==> src/rtl/rgb_rd_arbiter.sv <==
// -----------------------------------------------------------------------------
// rgb_rd_arbiter
//
// Purpose:
//   Shares the single host RGB image-memory read port between two on-chip
//   requesters. Requester 0 is the gray-conversion fetch path. Requester 1 is
//   an auxiliary reader, such as a preview or histogram engine.
//   Only one transaction is in flight at a time. Read data is steered back
//   only to the requester that owns the current transaction.
//
// Arbitration:
//   Round-robin by default. When both requesters ask at once, the one that
//   was not granted last wins. The last-grant pointer resets to 1, so
//   requester 0 wins the first tie.
//   Build option RGB_ARB_FIXED_PRIO_EN: when this macro is defined, requester 0
//   always wins a tie. The pointer is still updated but is not consulted.
//
// Transaction timing (edges E0..E3):
//   E0 : req sampled in ARB; gnt/mem_req/mem_addr registered  (-> ISSUE)
//   E1 : gnt/mem_req dropped                                   (-> CAPT)
//   E2 : mem_data captured into the owner's rdata, rvalid set  (-> RET)
//   E3 : rvalid dropped                                        (-> ARB)
//
// Ports:
//   clk         in   clock, rising edge
//   reset       in   asynchronous, active-high reset
//   mem_ready   in   host memory available (level)
//   mem_req     out  one-cycle read strobe to host memory
//   mem_addr    out  read address, valid while mem_req=1
//   mem_data    in   read data, valid in the cycle after mem_req=1
//   rqN_req     in   requester N read request, held until granted
//   rqN_addr    in   requester N address, stable while rqN_req=1
//   rqN_gnt     out  one-cycle pulse: request N accepted
//   rqN_rvalid  out  one-cycle pulse: rqN_rdata valid
//   rqN_rdata   out  read data for requester N (holds between deliveries)
//   busy        out  transaction in flight (ISSUE, CAPT or RET)
//
// All outputs are driven directly from flops.
// -----------------------------------------------------------------------------
module rgb_rd_arbiter #(
    parameter int AW = 14,
    parameter int DW = 24
) (
    input  logic          clk,
    input  logic          reset,
    input  logic          mem_ready,
    output logic          mem_req,
    output logic [AW-1:0] mem_addr,
    input  logic [DW-1:0] mem_data,
    input  logic          rq0_req,
    input  logic [AW-1:0] rq0_addr,
    output logic          rq0_gnt,
    output logic          rq0_rvalid,
    output logic [DW-1:0] rq0_rdata,
    input  logic          rq1_req,
    input  logic [AW-1:0] rq1_addr,
    output logic          rq1_gnt,
    output logic          rq1_rvalid,
    output logic [DW-1:0] rq1_rdata,
    output logic          busy
);

    typedef enum logic [2:0] {
        ST_IDLE  = 3'd0,
        ST_ARB   = 3'd1,
        ST_ISSUE = 3'd2,
        ST_CAPT  = 3'd3,
        ST_RET   = 3'd4
    } state_t;

    state_t          state_r;
    state_t          state_s;

    // Arbitration bookkeeping
    logic            ptr_r;        // requester granted last
    logic            ptr_s;
    logic            owner_r;      // requester owning the in-flight transaction
    logic            owner_s;
    logic            win_valid_s;  // at least one request is pending
    logic            win_s;        // index of the winning requester

    // Output registers and their next values
    logic            mem_req_r;
    logic            mem_req_s;
    logic [AW-1:0]   mem_addr_r;
    logic [AW-1:0]   mem_addr_s;
    logic            gnt0_r;
    logic            gnt0_s;
    logic            gnt1_r;
    logic            gnt1_s;
    logic            rvalid0_r;
    logic            rvalid0_s;
    logic            rvalid1_r;
    logic            rvalid1_s;
    logic [DW-1:0]   rdata0_r;
    logic [DW-1:0]   rdata0_s;
    logic [DW-1:0]   rdata1_r;
    logic [DW-1:0]   rdata1_s;
    logic            busy_r;
    logic            busy_s;

    // Winner selection from the current request lines and last-grant pointer
    always_comb begin
        win_valid_s = 1'b0;
        win_s       = 1'b0;
        if (rq0_req && rq1_req) begin
            win_valid_s = 1'b1;
`ifdef RGB_ARB_FIXED_PRIO_EN
            win_s       = 1'b0;
`else
            win_s       = ~ptr_r;
`endif
        end else if (rq0_req) begin
            win_valid_s = 1'b1;
            win_s       = 1'b0;
        end else if (rq1_req) begin
            win_valid_s = 1'b1;
            win_s       = 1'b1;
        end else begin
            win_valid_s = 1'b0;
            win_s       = 1'b0;
        end
    end

    // State register
    always_ff @(posedge clk or posedge reset) begin
        if (reset) begin
            state_r <= ST_IDLE;
        end else begin
            state_r <= state_s;
        end
    end

    // Next-state logic
    always_comb begin
        state_s = state_r;
        case (state_r)
            ST_IDLE: begin
                if (mem_ready) begin
                    state_s = ST_ARB;
                end else begin
                    state_s = ST_IDLE;
                end
            end
            ST_ARB: begin
                if (!mem_ready) begin
                    state_s = ST_IDLE;
                end else if (win_valid_s) begin
                    state_s = ST_ISSUE;
                end else begin
                    state_s = ST_ARB;
                end
            end
            ST_ISSUE: state_s = ST_CAPT;
            ST_CAPT:  state_s = ST_RET;
            // A mem_ready drop during the transaction is seen back in ARB.
            ST_RET:   state_s = ST_ARB;
            default:  state_s = ST_IDLE;
        endcase
    end

    // Next values of all registered outputs and of the pointer/owner
    always_comb begin
        mem_req_s  = 1'b0;
        mem_addr_s = mem_addr_r;
        gnt0_s     = 1'b0;
        gnt1_s     = 1'b0;
        rvalid0_s  = 1'b0;
        rvalid1_s  = 1'b0;
        rdata0_s   = rdata0_r;
        rdata1_s   = rdata1_r;
        owner_s    = owner_r;
        ptr_s      = ptr_r;
        busy_s     = (state_s == ST_ISSUE) || (state_s == ST_CAPT) ||
                     (state_s == ST_RET);
        case (state_r)
            ST_ARB: begin
                if (mem_ready && win_valid_s) begin
                    mem_req_s = 1'b1;
                    owner_s   = win_s;
                    ptr_s     = win_s;
                    if (win_s) begin
                        gnt1_s     = 1'b1;
                        mem_addr_s = rq1_addr;
                    end else begin
                        gnt0_s     = 1'b1;
                        mem_addr_s = rq0_addr;
                    end
                end else begin
                    mem_req_s = 1'b0;
                end
            end
            ST_CAPT: begin
                // Only the owner's data register is loaded; the other holds.
                if (owner_r) begin
                    rdata1_s  = mem_data;
                    rvalid1_s = 1'b1;
                end else begin
                    rdata0_s  = mem_data;
                    rvalid0_s = 1'b1;
                end
            end
            default: begin
                mem_req_s = 1'b0;
            end
        endcase
    end

    // Output, pointer and owner registers
    always_ff @(posedge clk or posedge reset) begin
        if (reset) begin
            mem_req_r  <= 1'b0;
            mem_addr_r <= {AW{1'b0}};
            gnt0_r     <= 1'b0;
            gnt1_r     <= 1'b0;
            rvalid0_r  <= 1'b0;
            rvalid1_r  <= 1'b0;
            rdata0_r   <= {DW{1'b0}};
            rdata1_r   <= {DW{1'b0}};
            busy_r     <= 1'b0;
            owner_r    <= 1'b0;
            ptr_r      <= 1'b1;
        end else begin
            mem_req_r  <= mem_req_s;
            mem_addr_r <= mem_addr_s;
            gnt0_r     <= gnt0_s;
            gnt1_r     <= gnt1_s;
            rvalid0_r  <= rvalid0_s;
            rvalid1_r  <= rvalid1_s;
            rdata0_r   <= rdata0_s;
            rdata1_r   <= rdata1_s;
            busy_r     <= busy_s;
            owner_r    <= owner_s;
            ptr_r      <= ptr_s;
        end
    end

    assign mem_req    = mem_req_r;
    assign mem_addr   = mem_addr_r;
    assign rq0_gnt    = gnt0_r;
    assign rq1_gnt    = gnt1_r;
    assign rq0_rvalid = rvalid0_r;
    assign rq1_rvalid = rvalid1_r;
    assign rq0_rdata  = rdata0_r;
    assign rq1_rdata  = rdata1_r;
    assign busy       = busy_r;

endmodule

==> config.mk <==
export PLATFORM = sky130hd
export DESIGN_NAME = rgb_rd_arbiter
export DESIGN_NICKNAME = d
export VERILOG_FILES = /design/src/rtl/rgb_rd_arbiter.sv
export SDC_FILE = /design/constraint.sdc
export NUM_CORES = 1
export LEC_CHECK = 0
export ABC_AREA = 1
export BUFFER_PORTS_ARGS = -buffer_cell sky130_fd_sc_hd__buf_4
export CORE_ASPECT_RATIO = 1.25
export CORE_UTILIZATION = 43
export CTS_CLUSTER_SIZE = 28
export DETAILED_ROUTE_END_ITERATION = 6
export PLACE_DENSITY = 0.75
export SLEW_MARGIN = 0
export SYNTH_ARGS = -nofsm -noshare
export SYNTH_HDL_FRONTEND = slang
export SYNTH_SLANG_ARGS = --single-unit
export TNS_END_PERCENT = 50
==> constraint.sdc <==
create_clock -name clk -period 2.02 [get_ports clk]
set_input_delay 0.101 -clock clk [delete_from_list [all_inputs] [get_ports clk]]
set_output_delay 0.101 -clock clk [all_outputs]
set_load 0.005 [all_outputs]
==> results of run 1 <==
==> flip-flops by register name, indices dropped and copies added (netlist names) <==
signal      count
rq0_rdata      24
mem_req         1
state_r         3
ptr_r           1
mem_addr       14
owner_r         1
rq1_gnt         1
rq0_rvalid      1
rq1_rdata      24
busy            1
rq0_gnt         1
rq1_rvalid      1
==> cells in the final DEF (no fill, tap or decap) <==
| master | instances |
|---|---|
| nand2_1 | 221 |
| buf_4 | 125 |
| dfrtp_1 | 72 |
| dlygate4sd3_1 | 25 |
| nand3_1 | 17 |
| clkbuf_8 | 9 |
| inv_1 | 5 |
| nor2_4 | 4 |
| nor2_1 | 4 |
| inv_2 | 3 |
| nand2_2 | 3 |
| nand2_4 | 2 |
| clkinv_4 | 2 |
| bufinv_16 | 2 |
| clkinv_2 | 2 |
| nand3_4 | 1 |
| inv_4 | 1 |
| nand3_2 | 1 |
| nand4_1 | 1 |
| o21ai_0 | 1 |
| clkinvlp_4 | 1 |
| buf_12 | 1 |
| dfstp_2 | 1 |
==> stage by stage <==
step	setup slack, ps	area (um^2)
5_1_grt	360	4460
3_5_place_dp	526	3990
4_1_cts	510	4460
3_3_place_gp	575	3990
2_1_floorplan	67.4	3060
6_report	528	4460
==> cell usage after synthesis <==
| cell type | number | area (um^2) |
|---|---|---|
| buf_2 | 2 | 10.0 |
| buf_4 | 2 | 15.0 |
| buf_6 | 10 | 113 |
| dfrtp_1 | 72 | 1800 |
| dfstp_2 | 1 | 26.3 |
| inv_1 | 6 | 22.5 |
| inv_2 | 2 | 7.51 |
| inv_4 | 1 | 6.26 |
| nand2_1 | 221 | 830 |
| nand2_2 | 3 | 18.8 |
| nand2_4 | 2 | 22.5 |
| nand3_1 | 17 | 85.1 |
| nand3_2 | 1 | 10.0 |
| nand3_4 | 1 | 17.5 |
| nand4_1 | 1 | 6.26 |
| nor2_1 | 4 | 15.0 |
| nor2_4 | 4 | 45.0 |
| o21ai_0 | 1 | 5.00 |
==> worst register-to-register path, cell delays in order (launching register included) <==
cell and delay, ps:
dfrtp_1 410, inv_1 140, nand3_4 140, nor2_4 530, nand2_1 110, nand2_1 110
==> per-layer routing <==
layer  part of all wire [%]  track usage [%]  vias to the layer above
li1                       -                -                     1364
met1                     43             24.6                     1277
met2                     48             34.1                      113
met3                    7.7             4.93                       10
met4                    1.6             10.7                        0
met5                      0                0                        -
==> kinds of logic (layout without fill, tap and decap cells) <==
kind of cell    after synthesis  after routing  synth area share [%]
simple gates                254            254                  34.3
buf+inv                      23            176                  5.69
compound gates                1              1                 0.164
flops                        73             73                  59.8
==> power by group through the flow <==
stage	clock network (mW)	registers [mW]	logic [mW]
after floorplan	0	2.58	0.929
after global placement	0	2.55	2.13
after detailed placement	0	2.57	2.19
after CTS	1.26	2.56	2.22
after global routing	1.33	2.64	2.49
final	1.23	2.56	2.19
==> worst min-delay path by stage <==
stage,start,end,slack [ps]
floorplan,mem_data[18],rq1_rdata[18],210
global placement,reset,mem_req,210
detailed placement,reset,mem_req,230
CTS,mem_ready,state_r[0],1
global route,mem_ready,state_r[0],20
finish,mem_ready,state_r[0],30
==> cell type report <==
type	count	area, um^2	share of cell area [%]
Timing Repair Buffer	151	1210	27.1
Multi-Input combinational cell	255	1050	23.7
Clock inverter	7	95.1	2.13
Clock buffer	9	124	2.78
Sequential cell	73	1830	41.0
Inverter	9	36.3	0.814
Tap cell	90	113	2.53
==> metrics, run 1 <==
register share of total power=42.8%; Max Cap Viol=0; Hold Path Class=primary input to register; routed len/inst=12.2 um; overall global routing resource usage=20.4%; Crit path largest cell delay=520 ps; Synth cell types=18; diodes inserted=0; largest net degree at the start of global routing=40; Synth warnings=0; Highest Clock Rate=0.670 GHz; Clock power frac=20.6%; PD cells=1340 nW/um^2; hold depth=3; Final GP Congestion=0.773; Post-CTS Setup Inserts=0; Tot Pwr=5.98 mW; Syn Nets=408; Final Hold Vio Count=0; die area=7450 um^2; vias=2,764; area grow syn2layout=45.9%; core box area=6930 um^2; layout cells sized above 1=31.3%; Setup crit end=rq1_rdata[22]; total CTS buffers=9; Fill cells=602; via density per instance=4.65; critical path's slowest cell=nor2_4; # rows=34; Setup Total Neg Slack=0 ps; Pre-Repair DR Iteration Count=7; Worst path most repeated cell=nand2_1; final hold slack=26.4 ps; Clock transition at path regs=80 ps; Initial Util=44.1%; H-tree levels=3; CTS tree=yes; CP cell instances=inv_1 > nand3_4 > nor2_4 > nand2_1 > nand2_1; Synth Area per Inst=8.71 um^2; fin. max-slew vios=0; drt total wl=7270 um; Tmin final=1490 ps; Setup CP Type=register to register; Comb power frac=36.6%; internal power=4.02 mW; Num Clock Sinks=73; worst-margin pin slew=646 ps; RSZ-0062 raised after global routing=false; DRT antenna net count=0; DRC violations left=0; placed insts=553; P_sw=1.96 mW; FF-to-FF setup slack=530 ps; Seq cells post-synth=73; CTS resizes=0; Sw Share=32.8%; hold_buf cts=25; r2r startpoint=state_r[2]; Crit path arrival time=1760 ps; Root Buffer=clkbuf_8; Synth Instances=351; CP bufs+invs=1; P_leak=2.50 nW; final global-route overflow total=0; Required @ worst endpoint=2290 ps; first-pass GRT wire length=11,800 um; reg-to-reg endpoint=rq1_rdata[22]; Final setup viols=0; sequential fraction of the synthesis area=59.8%; vias in the first global route=2,599; fin cells=594; detailed placement HPWL=4960 um; antenna violations before repair=0; Skew-Pair Late Insertion Delay=340 ps; status=complete, no violations; area of the mapped netlist=3060 um^2; Max Clock Skew=9.06 ps; CP startpoint kind=register; CP Capture Type=register; initial drt markers=184; port bufs=124; I/O Pins=125; Util after Layout=64.3%; cell depth of the worst setup path=5; Peak VDD IR=0.592 mV; nets@finish=556; Max-slew headroom=56.8%; die height=96.3 um; Clock Tree Buf Depth=2; final worst path period share=73.9%; CP startpoint=state_r[2]; R2R cell count=5; largest delay contributor family on the critical path=simple AND/OR/NAND/NOR gates; die width=77.4 um; CP max FO=25
Note: power is estimated with default switching activity, not from simulation.
==> inputs of run 2 (changes only) <==
==> constraint.sdc (replaced) <==
create_clock -name clk -period 1.2 [get_ports clk]
set_input_delay 0.06 -clock clk [delete_from_list [all_inputs] [get_ports clk]]
set_output_delay 0.06 -clock clk [all_outputs]
set_load 0.005 [all_outputs]
==> metrics, run 2 (same netlist as run 1, synthesis figures left out) <==
fin. max-slew vios=0; Clock Tree Buf Depth=2; die height=96.3 um; CTS tree=yes; hold_sp=rq0_addr[12]; Final GP Congestion=0.770; Skew-Pair Late Insertion Delay=340 ps; DRT met1 WL=3200 um; CP Capture Type=register; Hold Crit Endpoint=mem_addr[12]; total CTS buffers=9; Initial Util=44.1%; Max-slew headroom=74.3%; final global-route overflow total=0; # rows=34; core box area=6930 um^2; H-tree levels=3; status=complete, no violations; Highest Clock Rate=0.850 GHz; Max Clock Skew=11.4 ps; DRC violations left=0; storage element area=1830 um^2; commonest non-fill, non-tap cell in the layout=nand2_1; Num Clock Sinks=73; area grow syn2layout=56.8%; Tot Pwr=10.7 mW; diodes inserted=0; Final setup viols=0; DRT antenna net count=0; R2R cell count=6; PD cells=2230 nW/um^2; most frequent cells in the layout=216 x nand2_1, 131 x buf_4, 71 x dfrtp_1; RSZ-0062 raised after global routing=true; port bufs=124; Tmin final=1180 ps; die area=7450 um^2; Met2 Wirelength=4050 um; overall global routing resource usage=21.8%; hold depth=5; Final Hold Vio Count=0; Pre-Repair DR Iteration Count=6; Clock transition at path regs=70 ps; Fill cells=562; Setup Total Neg Slack=0 ps; Max Cap Viol=0; initial drt markers=151; first-pass GRT wire length=12,500 um; Crit path arrival time=1400 ps; largest net degree at the start of global routing=26; die width=77.4 um; via density per instance=4.66; max layer used=met4; CP max FO=24; vias=2,873; vias in the first global route=2,825; wire length on met3=450 um; Peak VDD IR=0.990 mV; r2r startpoint=state_r[2]; drt total wl=7930 um; layout cells sized above 1=34.0%; P_leak=2.63 nW; Setup CP Type=register to register; CP startpoint kind=register; worst-margin pin slew=385 ps; Root Buffer=clkbuf_8; area of the multi-input gates=1100 um^2; nets@finish=579; antenna violations before repair=0; placed cell areas=4140 um^2; I/O Pins=125; FF-to-FF setup slack=20 ps; Required @ worst endpoint=1420 ps; routed len/inst=12.9 um; design area=4790 um^2; detailed placement HPWL=5210 um; Hold Path Class=primary input to register; final worst path period share=98.0%; reg-to-reg endpoint=rq0_rdata[11]
run 2: cell count changes in the layout (fill, tap and decap cells not counted), moves of 2 or more:
cell / before / now
buf_4: 125 / 131
nand2_8: 0 / 2
clkinv_4: 2 / 0
nand2_1: 221 / 216
buf_12: 1 / 6
nand2_2: 3 / 7
dlygate4sd3_1: 25 / 34
run 2: worst max path at each step:
stage                     from             to  cells past startpoint
floorplan                ptr_r        owner_r                      6
global placement    state_r[2]   rq0_rdata[9]                      6
detailed placement  state_r[2]  rq0_rdata[20]                      6
CTS                 state_r[1]    mem_addr[3]                      6
global route        state_r[2]  rq0_rdata[11]                      6
finish              state_r[2]  rq0_rdata[11]                      6
run 2: power breakdown:
group          internal, mW  total [mW]  switching, mW
Sequential             3.61        4.35          0.735
Combinational          2.20        4.03           1.82
Clock                  1.43        2.30          0.867
Total                  7.25        10.7           3.43
run 2: per-layer routing:
metal	up-vias	GRT usage, %
met1	1329	24.8
met3	21	4.27
met2	116	38.1
met5	-	0
li1	1407	-
met4	0	13.1
run 2: cell type report:
| type | count | share of cell area [%] |
|---|---|---|
| Clock buffer | 11 | 2.95 |
| Clock inverter | 5 | 2.14 |
| Inverter | 9 | 0.888 |
| Timing Repair Buffer | 173 | 30.5 |
| Tap cell | 90 | 2.35 |
| Sequential cell | 73 | 38.2 |
| Multi-Input combinational cell | 256 | 23.0 |
run 2: timing repair:
action / in CTS / in global routing
hold endpoints to repair: 70 / 0
hold buffers: 34 / 0
gates resized for setup: 5 / 9
buffers inserted: 1 / 0
pin swaps: 2 / 4
setup endpoints to repair: 48 / 44
gates cloned: 0 / 2
run 2: critical path, cell delays in order, from the launching register on:
cell	delay, ps
dfrtp_1	420
inv_2	90
nand3_4	120
inv_6	130
nand2_8	130
nand2_1	110
nand2_1	60
run 2: metrics by stage:
step	worst slack, ps	utilization (%)	hold slack [ps]	cells
2_1_floorplan	32.1	-	171	351
3_3_place_gp	7.86	59.7	76.8	564
3_5_place_dp	-39.7	59.7	82.9	564
4_1_cts	4.35	68.5	4.16	615
5_1_grt	-36.3	69.1	16.8	617
6_report	24.0	69.1	17.1	617
